### src/rtl/cdm8_a6_mul.sv
// Registered 8x8 unsigned carry-disregard multiplier, approximation depth 6:
// columns 0..5 are OR-reduced with no carry out, columns 6..15 are summed exactly.
module cdm8_a6_mul (
    input  logic        clk,
    input  logic        rst_n,
    input  logic        in_valid,
    input  logic [7:0]  A,
    input  logic [7:0]  B,
    output logic        out_valid,
    output logic [15:0] R
);

    localparam int unsigned W       = 8;
    localparam int unsigned PW      = 2 * W;
    localparam int unsigned DEPTH   = 6;
    localparam logic [PW-1:0] LO_MASK = PW'((1 << DEPTH) - 1);

    logic [PW-1:0] row_c;
    logic [PW-1:0] hi_sum_c;
    logic [PW-1:0] lo_or_c;
    logic [PW-1:0] prod_c;

    logic [PW-1:0] r_d, r_q;
    logic          out_valid_d, out_valid_q;

    // Each shifted row holds one partial-product bit per column; masking a row
    // splits its bits exactly along the column boundary between the two regions.
    always_comb begin
        row_c    = '0;
        hi_sum_c = '0;
        lo_or_c  = '0;
        for (int i = 0; i < W; i++) begin
            row_c    = PW'(A & {W{B[i]}}) << i;
            hi_sum_c = hi_sum_c + (row_c & ~LO_MASK);
            lo_or_c  = lo_or_c | (row_c & LO_MASK);
        end
        prod_c = hi_sum_c | lo_or_c;
    end

    always_comb begin
        r_d         = r_q;
        out_valid_d = in_valid;
        if (in_valid) begin
            r_d = prod_c;
        end
    end

    always_ff @(posedge clk or negedge rst_n) begin
        if (!rst_n) begin
            r_q         <= '0;
            out_valid_q <= 1'b0;
        end else begin
            r_q         <= r_d;
            out_valid_q <= out_valid_d;
        end
    end

    assign R         = r_q;
    assign out_valid = out_valid_q;

endmodule

### config.mk
export PLATFORM = sky130hd
export DESIGN_NAME = cdm8_a6_mul
export DESIGN_NICKNAME = d
export VERILOG_FILES = /design/src/rtl/cdm8_a6_mul.sv
export SDC_FILE = /design/constraint.sdc
export NUM_CORES = 1
export LEC_CHECK = 0
export CORE_ASPECT_RATIO = 0.8
export CORE_MARGIN = 8
export CORE_UTILIZATION = 58
export CTS_BUF_LIST = sky130_fd_sc_hd__clkbuf_16
export DETAILED_ROUTE_END_ITERATION = 16
export GPL_ROUTABILITY_DRIVEN = 0
export PLACE_DENSITY = 0.86
export SYNTH_ARGS = -nofsm -noshare
export SYNTH_HDL_FRONTEND = slang
export SYNTH_SLANG_ARGS = --single-unit
### constraint.sdc
create_clock -name clk -period 1.4 [get_ports clk]
set_input_delay 0.28 -clock clk [delete_from_list [all_inputs] [get_ports clk]]
set_output_delay 0.28 -clock clk [all_outputs]
set_load 0.005 [all_outputs]
After elaboration in Yosys (flattened, before gate mapping). Index checks and enable logic that the tools add are counted.

Flip-flop bits (word level): 17. Input port bits: 19. Word-level logic and storage cells: 23.

Add/subtract/negate cells: 7. Bitwise operators: 14.

Operators with widths (count): $and A8 B8 Y8 (8); $add A16 B16 Y16 (3); $or A16 B6 Y16 (2); $or A6 B6 Y6 (3); $add A12 B16 Y16 (1); $or A16 B16 Y16 (1); $add A11 B11 Y12 (1); $add A10 B10 Y11 (1); $add A8 B9 Y10 (1).

Longest topological paths before layout. Gate-level depths: netlist of run 1.

Depth in word-level cells: 9. Gate-level depth with buffers: 14.

Worst setup path after synthesis of run 1. No wires, ideal clock.

Kind: input-to-reg. Start point: in A[1]. End point: reg r_q[14] (netlist: R[14]). Library setup time: 0.087 ns. Data arrival time: 3.874 ns. Data required time: 1.313 ns. Setup slack: -2.560 ns. Cell stages on the path: 12. Cell sequence: and2_1 -> fa_1 -> fa_1 -> fa_1 -> fa_1 -> ha_1 -> inv_1 -> fa_1 -> and2b_1 -> o31ai_2 -> a2111o_1 -> o211ai_1.

Word-level cells in the longest chain between the ends: 5. Elaborated cells on any way between the ends: 7.

Ends and longest elaborated chain: start, declared (line 7) `input logic [7:0] A,`; $and A8 B8 Y8 (line 33) `row_c = PW'(A & {W{B[i]}}) << i;`; $add A16 B16 Y16 (2 in series) (line 34) `hi_sum_c = hi_sum_c + (row_c & ~LO_MASK);`; $add A16 B16 Y16 * (line 34); $or A16 B16 Y16 * (line 37) `prod_c = hi_sum_c | lo_or_c;`; end signal, assigned (line 53) `r_q <= r_d;`; end, declared (line 23) `logic [PW-1:0] r_d, r_q;`.

Mark *: on every way between the ends. The rest lies on a longest branch, timed or not. A chain may end at the register's enable or synchronous reset.

Worst setup path in the final report of run 1.
Start point: in A[4]. End point: reg r_q[14] (netlist: R[14]).

Word-level cells in the longest chain between the ends: 8. Elaborated cells on any way between the ends: 13.

Ends and longest elaborated chain (line): $and A8 B8 Y8 (33); $add A10 B10 Y11 (34); $add A11 B11 Y12 (34); $add A12 B16 Y16 (34); $add A16 B16 Y16 (2 in series) (34); $add A16 B16 Y16 * (34); $or A16 B16 Y16 * (37).

Marks and branches as above.

==> flow_summary_export.csv, run 1 <==
group,metric,value,unit
timing,finalHoldViolCount,0,
logic_synthesis,syn_nets,276,
power,p_leak,1.60,nW
drt,drt_iter0_drc,251,
logic_synthesis,syn_inst,209,
drt,dr.pass1.iters,6,
clocking,cts_buffers,3,
flow_run,drv_cap,0,
outcome,status,"finished with violations",
critical_path,cp.required,1.56,ns
final_layout,fill_cells,104,
final_layout,syn_to_final_growth,54.4,%
power,pwr-share-comb,71.7,%
final_layout,most-common-layout-cells,"38 x buf_4, 23 x and2_4, 20 x inv_1, 20 x and2_1, 20 x fa_1",
power,ir_drop,1.57,mV
critical_path,critPathCaptureType,"register",
final_layout,final_cells,329,
timing,worst_pin_slew,0.447,ns
power,p_int,2.84,mW
drt,drc,0,
timing,slew_violations,0,
floorplanning,die_w,83.0,µm
floorplanning,ioPinCount,36,
min_path,min_path_type,"primary input to async pin",
final_layout,layout-drive-gt1-share,44.9,%
logic_synthesis,synth_area_leaders,"fa_1 25%, dfrtp_1 20%, ha_1 13%",
clocking,clk-insertion-delay-late,0.26,ns
timing,rsz0062_at_grt,"true",
logic_synthesis,syn_area,0.00208,mm²
critical_path,crit_fanout,5,
outcome,failed_checks,"setup timing",
place,pre_cts_ws,-3.18,ns
grt,grt_max_degree,18,
floorplanning,dieHeight,69.6,µm
place,hpwl,4.24,mm
clocking,clkSinkCount,17,
final_layout,nNetsFinal,355,
timing,relSlewSlack,70.2,%
drt,drt-total-wl,9.47,mm
timing,fin_tns_setup,-19.31,ns
logic_synthesis,postSynthAreaPerCell,9.97,µm²
power,switching_power,2.07,mW
clocking,cts_tree,"done",
drt,routedWlPerCell,28.8,µm
critical_path,r2r_slack,0.21,ns
final_layout,n_antenna_cell,0,
final_layout,mostFrequentLayoutCell,"buf_4",
clocking,clock_path_buffers,2,
logic_synthesis,synth.distinct_cells,35,
power,p_sw_share,42.1,%
clocking,clk_pin_slew,0.06,ns
logic_synthesis,synth-main-ff-cell,"dfrtp_1",
critical_path,critPathLaunchType,"primary input",
grt,globalRouteOverflowTotal,0,
grt,grt_pass1_vias,2181,
timing,finalCritPeriodShare,279,%
floorplanning,initial_core_util,60.4,%
critical_path,critPathArrivalTime,4.07,ns
drt,avgViaCountPerCell,7.02,
clocking,cts-root-buf,"clkbuf_16",
power,power,4.91,mW
power,p_per_area,1530,mW/mm²
logic_synthesis,async_flop_share,100,%
clocking,cts_max_level,1,
grt,antenna_found_initial,0,
drt,ant_nets,0,
critical_path,reg2regPathDepth,3,
floorplanning,fp-row-count,19,
place,port_buffers,35,
power,sequentialPowerShare,15.7,%
logic_synthesis,yosysSeqAreaShare,20.4,%
clocking,hold_buffers,0,
logic_synthesis,yosysTopAreaCellShare,25.0,%
critical_path,worstSetupPathType,"primary input to register",
floorplanning,dieArea,0.00578,mm²
timing,setup_violations,11,
timing,fin_hold_ws,0.346,ns
drt,routed-via-count,2311,
logic_synthesis,synth_top_area_cell,"fa_1",
grt,grt.total_usage,24.1,%
power,clockPowerShare,12.6,%
grt,grt_pass1_wl,11.3,mm
logic_synthesis,yosysWarningCount,0,
timing,clock.fmax,256,MHz
place,dpl.cell_count,315,
timing,skew,0,ns
logic_synthesis,synth-edff-count,0,
timing,period_needed,3.91,ns
timing,setup_ws,-2.51,ns
logic_synthesis,synth-seq-cells,17,
floorplanning,core-area,0.00345,mm²
## cells in the mapped netlist, drive strengths merged (3+ instances only)
library cell and count:
a21oi 3, ha 22, o211ai 3, nand2 4, mux2 4, nor3 3
nor2 6, nor4 3, o21ai 4, a22oi 8, a211oi 4, dfrtp 17
nand3 3, buf 4, inv 30, fa 26, and2 43
## cell type report
| class | instances | area [µm²] | area share (%) |
|---|---|---|---|
| inverter | 30 | 113 | 3.50 |
| tap | 42 | 52.6 | 1.63 |
| sequential | 17 | 425 | 13.2 |
| clock buffer | 3 | 75.1 | 2.33 |
| clock inverter | 1 | 5.00 | 0.156 |
| timing repair buffer | 78 | 721 | 22.4 |
| multi-input combinational | 158 | 1830 | 56.7 |
## cells by family after synthesis
family,Yosys count,synth area share [%]
flip-flops,17,20.4
multiplexers,4,2.16
AO/OA/AOI/OAI,38,13.7
AND/OR/NAND/NOR,66,18.4
buffers and inverters,34,6.31
XOR/XNOR,2,0.841
adder cells (fa/ha/maj),48,38.2
## state kept, by name, summed over array words and instances (netlist names)
name	flops
R	16
out_valid	1
## stage by stage
step	instance area (µm²)	utilization (%)
6_report	3220	93.3
5_1_grt	3220	93.3
4_1_cts	3050	88.5
3_5_place_dp	2750	79.8
3_3_place_gp	2750	79.8
2_1_floorplan	2120	-
## power groups by stage
stage                     clock network (mW)  logic [mW]  registers, mW
final                                  0.616        3.52          0.772
after global routing                   0.619        3.70          0.772
after CTS                              0.584        2.79          0.744
after detailed placement                   0        2.23          0.748
after global placement                     0        2.16          0.740
after floorplan                            0        1.26          0.747
## path summary, 6_finish.rpt
check,from,endpoint
max in group asynchronous,rst_n,R[8]$_DFFE_PN0P_
worst min-delay path,rst_n,R[13]$_DFFE_PN0P_
worst min register to register,R[12]$_DFFE_PN0P_,R[12]$_DFFE_PN0P_
worst max register to register,R[14]$_DFFE_PN0P_,R[14]$_DFFE_PN0P_
min in group clk,A[0],R[0]$_DFFE_PN0P_
worst max-delay path,A[4],R[14]$_DFFE_PN0P_
## what timing repair did
action,CTS,global route
pin swaps,40,22
resized for setup,137,36
buffers inserted,5,8
setup endpoints to repair,13,22
## critical path, stage by stage
cell and delay [ns]:
buf_8 0.11, and2_4 0.16, fa_2 0.58, inv_2 0.05, fa_2 0.39, inv_2 0.07
fa_1 0.44, fa_1 0.60, ha_4 0.15, inv_2 0.03, fa_2 0.35, and2b_2 0.28
o31ai_4 0.07, a2111o_1 0.37, o211ai_1 0.12
## routing by layer
| layer | GRT usage (%) | share of wire (%) | vias to the layer above |
|---|---|---|---|
| met5 | 0 | 0 | - |
| met4 | 11.3 | 7.6 | 0 |
| met3 | 6.22 | 11 | 82 |
| met2 | 41.0 | 47 | 238 |
| met1 | 27.5 | 35 | 1118 |
| li1 | - | - | 873 |
Note: power is estimated with default switching activity, not from simulation.
==> run 2: changes to the inputs <==
- SLEW_MARGIN: unset -> 40
==> results of run 2 <==
The final DEF is identical to that of run 1; final timing and power are the same.
==> run 3: changes to the inputs <==
- CAP_MARGIN: unset -> 20
==> results of run 3 <==
The final DEF is identical to that of run 1; final timing and power are the same.
